### src/rtl/ibex_axi4l_master_if.sv
// rtl/ibex_axi4l_master_if.sv - AXI4-Lite types package and axi4l_if bus interface
package axi4l_pkg;
    typedef logic [31:0] addr_t;
    typedef logic [31:0] data_t;
    typedef logic [3:0]  strb_t;
    typedef logic [1:0]  resp_t;

    localparam resp_t OKAY   = 2'b00;
    localparam resp_t EXOKAY = 2'b01;
    localparam resp_t SLVERR = 2'b10;
    localparam resp_t DECERR = 2'b11;
endpackage

interface axi4l_if
    import axi4l_pkg::*;
(
    input logic aclk,
    input logic aresetn
);
    logic  awvalid;
    logic  awready;
    addr_t awaddr;
    logic  wvalid;
    logic  wready;
    data_t wdata;
    strb_t wstrb;
    logic  bvalid;
    logic  bready;
    resp_t bresp;
    logic  arvalid;
    logic  arready;
    addr_t araddr;
    logic  rvalid;
    logic  rready;
    data_t rdata;
    resp_t rresp;

    modport master (
        input  aclk, aresetn,
        output awvalid, awaddr, wvalid, wdata, wstrb, bready, arvalid, araddr, rready,
        input  awready, wready, bvalid, bresp, arready, rvalid, rdata, rresp
    );

    modport slave (
        input  aclk, aresetn,
        input  awvalid, awaddr, wvalid, wdata, wstrb, bready, arvalid, araddr, rready,
        output awready, wready, bvalid, bresp, arready, rvalid, rdata, rresp
    );
endinterface

### src/rtl/ibex_axi4l_master.sv
// rtl/ibex_axi4l_master.sv - Ibex req/gnt/rvalid port to AXI4-Lite initiator, one outstanding
// Optional posted writes with sticky wr_err_o: AXI4L_MASTER_POSTED_WR_EN
module ibex_axi4l_master
    import axi4l_pkg::*;
#(
    parameter bit READ_ONLY = 1'b0
) (
    axi4l_if.master axi,
    input  logic  req_i,
    output logic  gnt_o,
    input  logic  we_i,
    input  strb_t be_i,
    input  addr_t addr_i,
    input  data_t wdata_i,
    output logic  rvalid_o,
    output data_t rdata_o,
`ifdef AXI4L_MASTER_POSTED_WR_EN
    output logic  wr_err_o,
`endif
    output logic  err_o
);

    typedef enum logic [2:0] {
        IDLE,
        WR,
        WAIT_B,
        RD,
        WAIT_R,
        ERR
    } state_e;

    state_e state_q;
    addr_t  addr_q;
    data_t  wdata_q;
    strb_t  be_q;
    logic   awvalid_q, wvalid_q, bready_q, arvalid_q, rready_q;
    logic   rvalid_q, err_q;
    data_t  rdata_q;
`ifdef AXI4L_MASTER_POSTED_WR_EN
    logic   wr_err_q;
`endif

    // A channel is done once its valid has dropped or its handshake happens this cycle.
    logic aw_done_d, w_done_d;
    assign aw_done_d = !awvalid_q || axi.awready;
    assign w_done_d  = !wvalid_q  || axi.wready;

    // Transfers are word-aligned; the low address bits carry no information here.
    logic unused_addr_lsb;
    assign unused_addr_lsb = ^addr_i[1:0];

    assign gnt_o       = (state_q == IDLE) && req_i;
    assign rvalid_o    = rvalid_q;
    assign err_o       = err_q;
    assign rdata_o     = rdata_q;
`ifdef AXI4L_MASTER_POSTED_WR_EN
    assign wr_err_o    = wr_err_q;
`endif

    assign axi.awvalid = awvalid_q;
    assign axi.awaddr  = addr_q;
    assign axi.wvalid  = wvalid_q;
    assign axi.wdata   = wdata_q;
    assign axi.wstrb   = be_q;
    assign axi.bready  = bready_q;
    assign axi.arvalid = arvalid_q;
    assign axi.araddr  = addr_q;
    assign axi.rready  = rready_q;

    always_ff @(posedge axi.aclk) begin
        if (!axi.aresetn) begin
            state_q   <= IDLE;
            addr_q    <= '0;
            wdata_q   <= '0;
            be_q      <= '0;
            awvalid_q <= 1'b0;
            wvalid_q  <= 1'b0;
            bready_q  <= 1'b0;
            arvalid_q <= 1'b0;
            rready_q  <= 1'b0;
            rvalid_q  <= 1'b0;
            err_q     <= 1'b0;
            rdata_q   <= '0;
`ifdef AXI4L_MASTER_POSTED_WR_EN
            wr_err_q  <= 1'b0;
`endif
        end else begin
            rvalid_q <= 1'b0;
            err_q    <= 1'b0;
            case (state_q)
                IDLE: begin
                    if (req_i) begin
                        addr_q  <= {addr_i[31:2], 2'b00};
                        wdata_q <= wdata_i;
                        be_q    <= be_i;
                        if (!we_i) begin
                            arvalid_q <= 1'b1;
                            state_q   <= RD;
                        end else if (READ_ONLY) begin
                            state_q   <= ERR;
                        end else begin
                            awvalid_q <= 1'b1;
                            wvalid_q  <= 1'b1;
                            state_q   <= WR;
                        end
                    end
                end
                WR: begin
                    if (axi.awready) awvalid_q <= 1'b0;
                    if (axi.wready)  wvalid_q  <= 1'b0;
                    if (aw_done_d && w_done_d) begin
                        bready_q <= 1'b1;
                        state_q  <= WAIT_B;
`ifdef AXI4L_MASTER_POSTED_WR_EN
                        rvalid_q <= 1'b1;
`endif
                    end
                end
                WAIT_B: begin
                    if (axi.bvalid) begin
                        bready_q <= 1'b0;
                        state_q  <= IDLE;
`ifdef AXI4L_MASTER_POSTED_WR_EN
                        if (axi.bresp != OKAY) wr_err_q <= 1'b1;
`else
                        rvalid_q <= 1'b1;
                        err_q    <= (axi.bresp != OKAY);
`endif
                    end
                end
                RD: begin
                    if (axi.arready) begin
                        arvalid_q <= 1'b0;
                        rready_q  <= 1'b1;
                        state_q   <= WAIT_R;
                    end
                end
                WAIT_R: begin
                    if (axi.rvalid) begin
                        rready_q <= 1'b0;
                        rdata_q  <= axi.rdata;
                        rvalid_q <= 1'b1;
                        err_q    <= (axi.rresp != OKAY);
                        state_q  <= IDLE;
                    end
                end
                ERR: begin
                    rvalid_q <= 1'b1;
                    err_q    <= 1'b1;
                    state_q  <= IDLE;
                end
                default: state_q <= IDLE;
            endcase
        end
    end

endmodule
### src/flat_wrapper.sv
// flat-port wrapper written by rule: the top's interface ports become plain ports
module ibex_axi4l_master_flat import axi4l_pkg::*;
#(
    parameter bit READ_ONLY = 1'b0
)
  (req_i, gnt_o, we_i, be_i, addr_i, wdata_i, rvalid_o, rdata_o, err_o, aclk, aresetn, axi_awvalid, axi_awaddr, axi_wvalid, axi_wdata, axi_wstrb, axi_bready, axi_arvalid, axi_araddr, axi_rready, axi_awready, axi_wready, axi_bvalid, axi_bresp, axi_arready, axi_rvalid, axi_rdata, axi_rresp);
  axi4l_if axi_i (.aclk(aclk), .aresetn(aresetn));
  input  logic req_i;
  output logic gnt_o;
  input  logic we_i;
  input  strb_t be_i;
  input  addr_t addr_i;
  input  data_t wdata_i;
  output logic rvalid_o;
  output data_t rdata_o;
  output logic err_o;
  input wire logic aclk;
  input wire logic aresetn;
  output wire logic [$bits(axi_i.awvalid)-1:0] axi_awvalid;
  output wire logic [$bits(axi_i.awaddr)-1:0] axi_awaddr;
  output wire logic [$bits(axi_i.wvalid)-1:0] axi_wvalid;
  output wire logic [$bits(axi_i.wdata)-1:0] axi_wdata;
  output wire logic [$bits(axi_i.wstrb)-1:0] axi_wstrb;
  output wire logic [$bits(axi_i.bready)-1:0] axi_bready;
  output wire logic [$bits(axi_i.arvalid)-1:0] axi_arvalid;
  output wire logic [$bits(axi_i.araddr)-1:0] axi_araddr;
  output wire logic [$bits(axi_i.rready)-1:0] axi_rready;
  input wire logic [$bits(axi_i.awready)-1:0] axi_awready;
  input wire logic [$bits(axi_i.wready)-1:0] axi_wready;
  input wire logic [$bits(axi_i.bvalid)-1:0] axi_bvalid;
  input wire logic [$bits(axi_i.bresp)-1:0] axi_bresp;
  input wire logic [$bits(axi_i.arready)-1:0] axi_arready;
  input wire logic [$bits(axi_i.rvalid)-1:0] axi_rvalid;
  input wire logic [$bits(axi_i.rdata)-1:0] axi_rdata;
  input wire logic [$bits(axi_i.rresp)-1:0] axi_rresp;
  assign axi_awvalid = axi_i.awvalid;
  assign axi_awaddr = axi_i.awaddr;
  assign axi_wvalid = axi_i.wvalid;
  assign axi_wdata = axi_i.wdata;
  assign axi_wstrb = axi_i.wstrb;
  assign axi_bready = axi_i.bready;
  assign axi_arvalid = axi_i.arvalid;
  assign axi_araddr = axi_i.araddr;
  assign axi_rready = axi_i.rready;
  assign axi_i.awready = axi_awready;
  assign axi_i.wready = axi_wready;
  assign axi_i.bvalid = axi_bvalid;
  assign axi_i.bresp = axi_bresp;
  assign axi_i.arready = axi_arready;
  assign axi_i.rvalid = axi_rvalid;
  assign axi_i.rdata = axi_rdata;
  assign axi_i.rresp = axi_rresp;
  ibex_axi4l_master #(.READ_ONLY(READ_ONLY)) u_core (.axi(axi_i), .req_i(req_i), .gnt_o(gnt_o), .we_i(we_i), .be_i(be_i), .addr_i(addr_i), .wdata_i(wdata_i), .rvalid_o(rvalid_o), .rdata_o(rdata_o), .err_o(err_o));
endmodule
### config.mk
export PLATFORM = sky130hd
export DESIGN_NAME = ibex_axi4l_master_flat
export DESIGN_NICKNAME = d
export VERILOG_FILES = /design/src/rtl/ibex_axi4l_master_if.sv /design/src/rtl/ibex_axi4l_master.sv /design/src/flat_wrapper.sv
export SDC_FILE = /design/constraint.sdc
export NUM_CORES = 1
export LEC_CHECK = 0
export CORE_MARGIN = 2
export CORE_UTILIZATION = 34
export CTS_BUF_LIST = sky130_fd_sc_hd__clkbuf_16
export CTS_CLUSTER_SIZE = 25
export DETAILED_ROUTE_END_ITERATION = 10
export HOLD_SLACK_MARGIN = 0.03
export PLACE_DENSITY = 0.82
export SYNTH_ARGS = -nofsm -noshare
export SYNTH_HDL_FRONTEND = slang
export SYNTH_SLANG_ARGS = --single-unit
### constraint.sdc
create_clock -name aclk -period 1.6 [get_ports aclk]
set_input_delay 0.32 -clock aclk [delete_from_list [all_inputs] [get_ports aclk]]
set_output_delay 0.32 -clock aclk [all_outputs]
set_load 0.1 [all_outputs]
== Word level (Yosys, flattened, before mapping) ==
Index checks and enable logic that the tools add are counted.

* Bits of input ports: 113
* Register bits after elaboration: 108
* Output and inout port bits: 140
* Word-level logic and storage cells: 76

* Reduce and logical (&&, ||, !) cells: 21
* Muxes and demuxes: 29
* Equality and inequality tests: 14

{| class="wikitable"
|+ Operator list
! kind !! number
|-
| inequality test 2 bit (second input constant) || 8
|-
| 2-to-1 mux 1 bit || 15
|-
| 2-to-1 mux 3 bit || 5
|-
| one-hot mux 3 bit (5 select lines) || 1
|-
| AND reduction 4 bit || 3
|-
| nonzero test 2 bit || 6
|-
| one-hot mux 1 bit (2 select lines) || 5
|-
| equality test 3 x 2 -> 1 bit (second input constant) || 2
|-
| equality test 3 bit (second input constant) || 2
|-
| one-hot mux 1 bit (3 select lines) || 2
|-
| AND reduction 3 bit || 2
|-
| AND reduction 5 bit || 1
|-
| AND reduction 2 bit || 2
|-
| equality test 3 x 1 -> 1 bit (second input constant) || 1
|-
| zero test 3 bit || 1
|-
| logical AND 1 bit || 2
|-
| zero test 1 bit || 2
|-
| logical OR 1 bit || 2
|-
| 2-to-1 mux 2 bit || 1
|-
| inequality test 2 x 1 -> 1 bit (second input constant) || 1
|}

== Longest topological paths before layout ==
* Depth after elaboration: 5
* Depth in mapped cells: 7
* Depth with buffers taken out: 4

== Worst setup path before layout ==
OpenSTA, ideal clock, no wires.

* Path kind: register to output
* Start: reg u_core.state_q[0]
* End: out gnt_o
* Path buffers: 2
* Stages on the path, launching flop included: 5
* Arrival: 1519 ps
* Required time: 1280 ps
* Setup slack: -239 ps
* Cell sequence: dfxtp_1 > or4b_1 > buf_2 > clkinv_2 > buf_2

* Longest elaborated chain between the ends: 2

{| class="wikitable"
|+ Ends and longest elaborated chain
! what !! line !! source
|-
| start, declared || ibex_axi4l_master.sv:32 || <nowiki>state_e state_q;</nowiki>
|-
| start signal, assigned || ibex_axi4l_master.sv:72 || <nowiki>state_q <= IDLE;</nowiki>
|-
| start signal, assigned || ibex_axi4l_master.sv:98 || <nowiki>state_q <= RD;</nowiki>
|-
| start signal, assigned || ibex_axi4l_master.sv:100 || <nowiki>state_q <= ERR;</nowiki>
|-
| zero test 3 bit || ibex_axi4l_master.sv:52 || <nowiki>assign gnt_o = (state_q == IDLE) && req_i;</nowiki>
|-
| logical AND 1 bit || ibex_axi4l_master.sv:52 ||
|-
| end, declared || flat_wrapper.sv:9 || <nowiki>output logic gnt_o;</nowiki>
|}

No other way between the ends.

== Worst setup path after layout ==
* Start: reg u_core.state_q[2]
* End: out gnt_o

Same word-level chain as after synthesis.

==> metrics.md <==
| Metric | Value |
|---|---|
| Status | `finished with violations` |
| Failing checks | `negative setup slack` |
| Post-route DRC violation count | `0` |
| Vias in the first global route | `4020` |
| Fin. Hold Viols | `0` |
| Tmin final | `1.815 ns` |
| Final instance area | `0.008308 mm2` |
| Avg WL per Cell | `15.33 um` |
| Synth Register Bits | `108` |
| CP required | `1.28 ns` |
| Port bufs | `246` |
| CTS tree | `done` |
| Largest net degree at the start of global routing | `68` |
| Mapped Area | `0.004141 mm2` |
| Final setup vio count | `56` |
| Routed WL | `13550 um` |
| Cell Area, Placed | `0.007961 mm2` |
| Hold_ws | `0.4907 ns` |
| Cell taking the most area after synthesis | `dfxtp_1` |
| TritonRoute pass-1 iters | `4` |
| Initial core utilization | `0.3462` |
| Clock insertion delay at the later pin of the skew report | `0.35 ns` |
| Max clock buf depth | `2` |
| Die width | `114.4 um` |
| Synthesized area per cell | `7.874 um2` |
| CP endpoint kind | `primary output` |
| Num CTS Buffers | `9` |
| Top Ports | `253` |
| F_max | `550.9 MHz` |
| Synth Instances | `526` |
| Total number of vias | `4229` |
| Core ar. | `0.01196 mm2` |
| Area contributors post-synth | `dfxtp_1, nand2_1, a21oi_1` |
| Chip height | `114.4 um` |
| WP data arrival | `1.50 ns` |
| Clk sinks | `108` |
| Reg2reg start | `u_core.state_q[2]` |
| Slew headroom | `0.5325` |
| Drt via density | `4.784` |
| Top FF cell, synth | `dfxtp_1` |
| Post-detail-place hpwl | `10410 um` |
| H-tree depth | `3` |
| HP Class | `register to register` |
| NumNets Final | `845` |
| Asr flop ratio synth | `0` |
| GP Congestion | `0.8054` |
| CP Launch Point | `u_core.state_q[2]` |
| Distinct cells, synth | `34` |
| Row Count | `40` |
| Initial antenna violation count | `0` |
| Post-route ant nets | `0` |
| Synth-to-Final Area Change | `100.6%` |
| Power per cell area | `1082 mW/mm2` |
| Synth top area share | `0.5221` |
| RSZ-0062 raised after global routing | `true` |
| Die footprint | `0.01308 mm2` |
| Post-synth EDFFs | `0` |
| Period utilization | `1.134` |
| Sequential share of the synthesized area | `0.5221` |
| WS Path Type | `register to primary output` |
| Most frequent cells in the layout | `nand2_1, buf_12, clkdlybuf4s50_1` |
| Hold_sp | `u_core.axi.wdata[7]` |
| Total GRT Usage | `0.2074` |
| Ant. Diodes | `0` |
| Setup Skew | `0.003011 ns` |
| CP max FO | `2` |
| VDD IR max | `0.0006677 V` |
| Crit start category | `register` |
| Final setup margin | `-0.2151 ns` |
| Slew Viols, Final | `0` |
| Setup_tns | `-3.267 ns` |
| Share of layout cells above drive strength 1 | `0.2754` |
| Syn. warnings | `0` |
| Clock-pin slew on the worst setup and hold paths | `0.07 ns` |
| Most common cell after layout, fill and taps aside | `nand2_1` |
| Congestion Overflow GR | `0` |
| Leakage | `3.144 nW` |
| Clock root buffer | `clkbuf_16` |
| Drt initial violations | `195` |
| First-pass GRT wire length | `21010 um` |
| Max Cap Viol | `0` |
| Worst Tran Pin Value | `0.7013 ns` |
==> critical path: stages (launching register included) <==
cell      delay, ns
dfxtp_1        0.31
or4b_4         0.56
clkinv_4       0.10
buf_12         0.17
==> final timing paths <==
check                               to  slack [ns]  cells after the start
setup reg to reg  u_core.axi.araddr[6]       -0.16                      6
setup / recovery                 gnt_o       -0.22                      3
hold / removal     u_core.axi.wdata[7]        0.49                      2
hold reg to reg    u_core.axi.wdata[7]        0.49                      2
==> per-stage QoR <==
stage          instances    util  power [mW]  setup slack, ns
2_1_floorplan        529       -       5.380        -0.006505
3_3_place_gp         866  0.6656       6.770          -0.5684
3_5_place_dp         866  0.6656       6.824          -0.6087
4_1_cts              884  0.6942       9.077          -0.2193
5_1_grt              884  0.6946       9.327          -0.2504
6_report             884  0.6946       8.993          -0.2151
==> Yosys cell counts (all sizes together), types with 2 or more instances <==
master	count
dfxtp	108
nand2	202
nand4bb	2
buf	48
o21ai	5
clkbuf	23
a31oi	2
nor2	4
nor3b	2
a21oi	104
nor2b	3
inv	3
nand2b	3
==> power breakdown <==
part | switching (mW) | total, mW | internal, mW
combinational | 2.32 | 3.68 | 1.36
clock | 0.981 | 2.19 | 1.21
sequential | 0.243 | 3.12 | 2.88
total | 3.55 | 8.99 | 5.44
==> metal layers <==
metal | global-route usage | up-vias | wire length, um
li1 | - | 2070 | -
met1 | 0.2340 | 1959 | 5092
met2 | 0.3683 | 177 | 7151
met3 | 0.05823 | 23 | 997
met4 | 0.08455 | 0 | 311
met5 | 0 | - | 0
==> sequential cells by signal (all words and copies together) (netlist names) <==
signal,cells
u_core.axi.wvalid,1
u_core.axi.wdata,32
u_core.axi.rready,1
u_core.rvalid_o,1
u_core.state_q,3
u_core.axi.araddr,30
u_core.err_o,1
u_core.axi.bready,1
u_core.axi.wstrb,4
u_core.axi.arvalid,1
u_core.axi.awvalid,1
u_core.rdata_o,32
==> logic make-up after synthesis <==
logic type      share of synthesized area
compound gates                     0.1517
flops                              0.5221
buf+inv                            0.1072
simple gates                       0.2157
mux                              0.002417
other cells                     0.0009055
==> what timing repair did <==
item	4_1_cts	5_1_grt
hold buffers	0	0
pin swaps	1	0
gates resized for setup	4	1
gates cloned	1	0
buffers inserted	1	0
endpoints found under the setup margin	70	70
==> cell type report <==
class	instances	area (um2)
timing repair buffer	263	4045
clock buffer	9	225.2
inverter	4	20.02
multi-input combinational	346	1565
sequential	108	2201
clock inverter	7	67.56
tap	147	183.9
fill	843	3654
No activity file was read; power rests on OpenSTA's default activity.
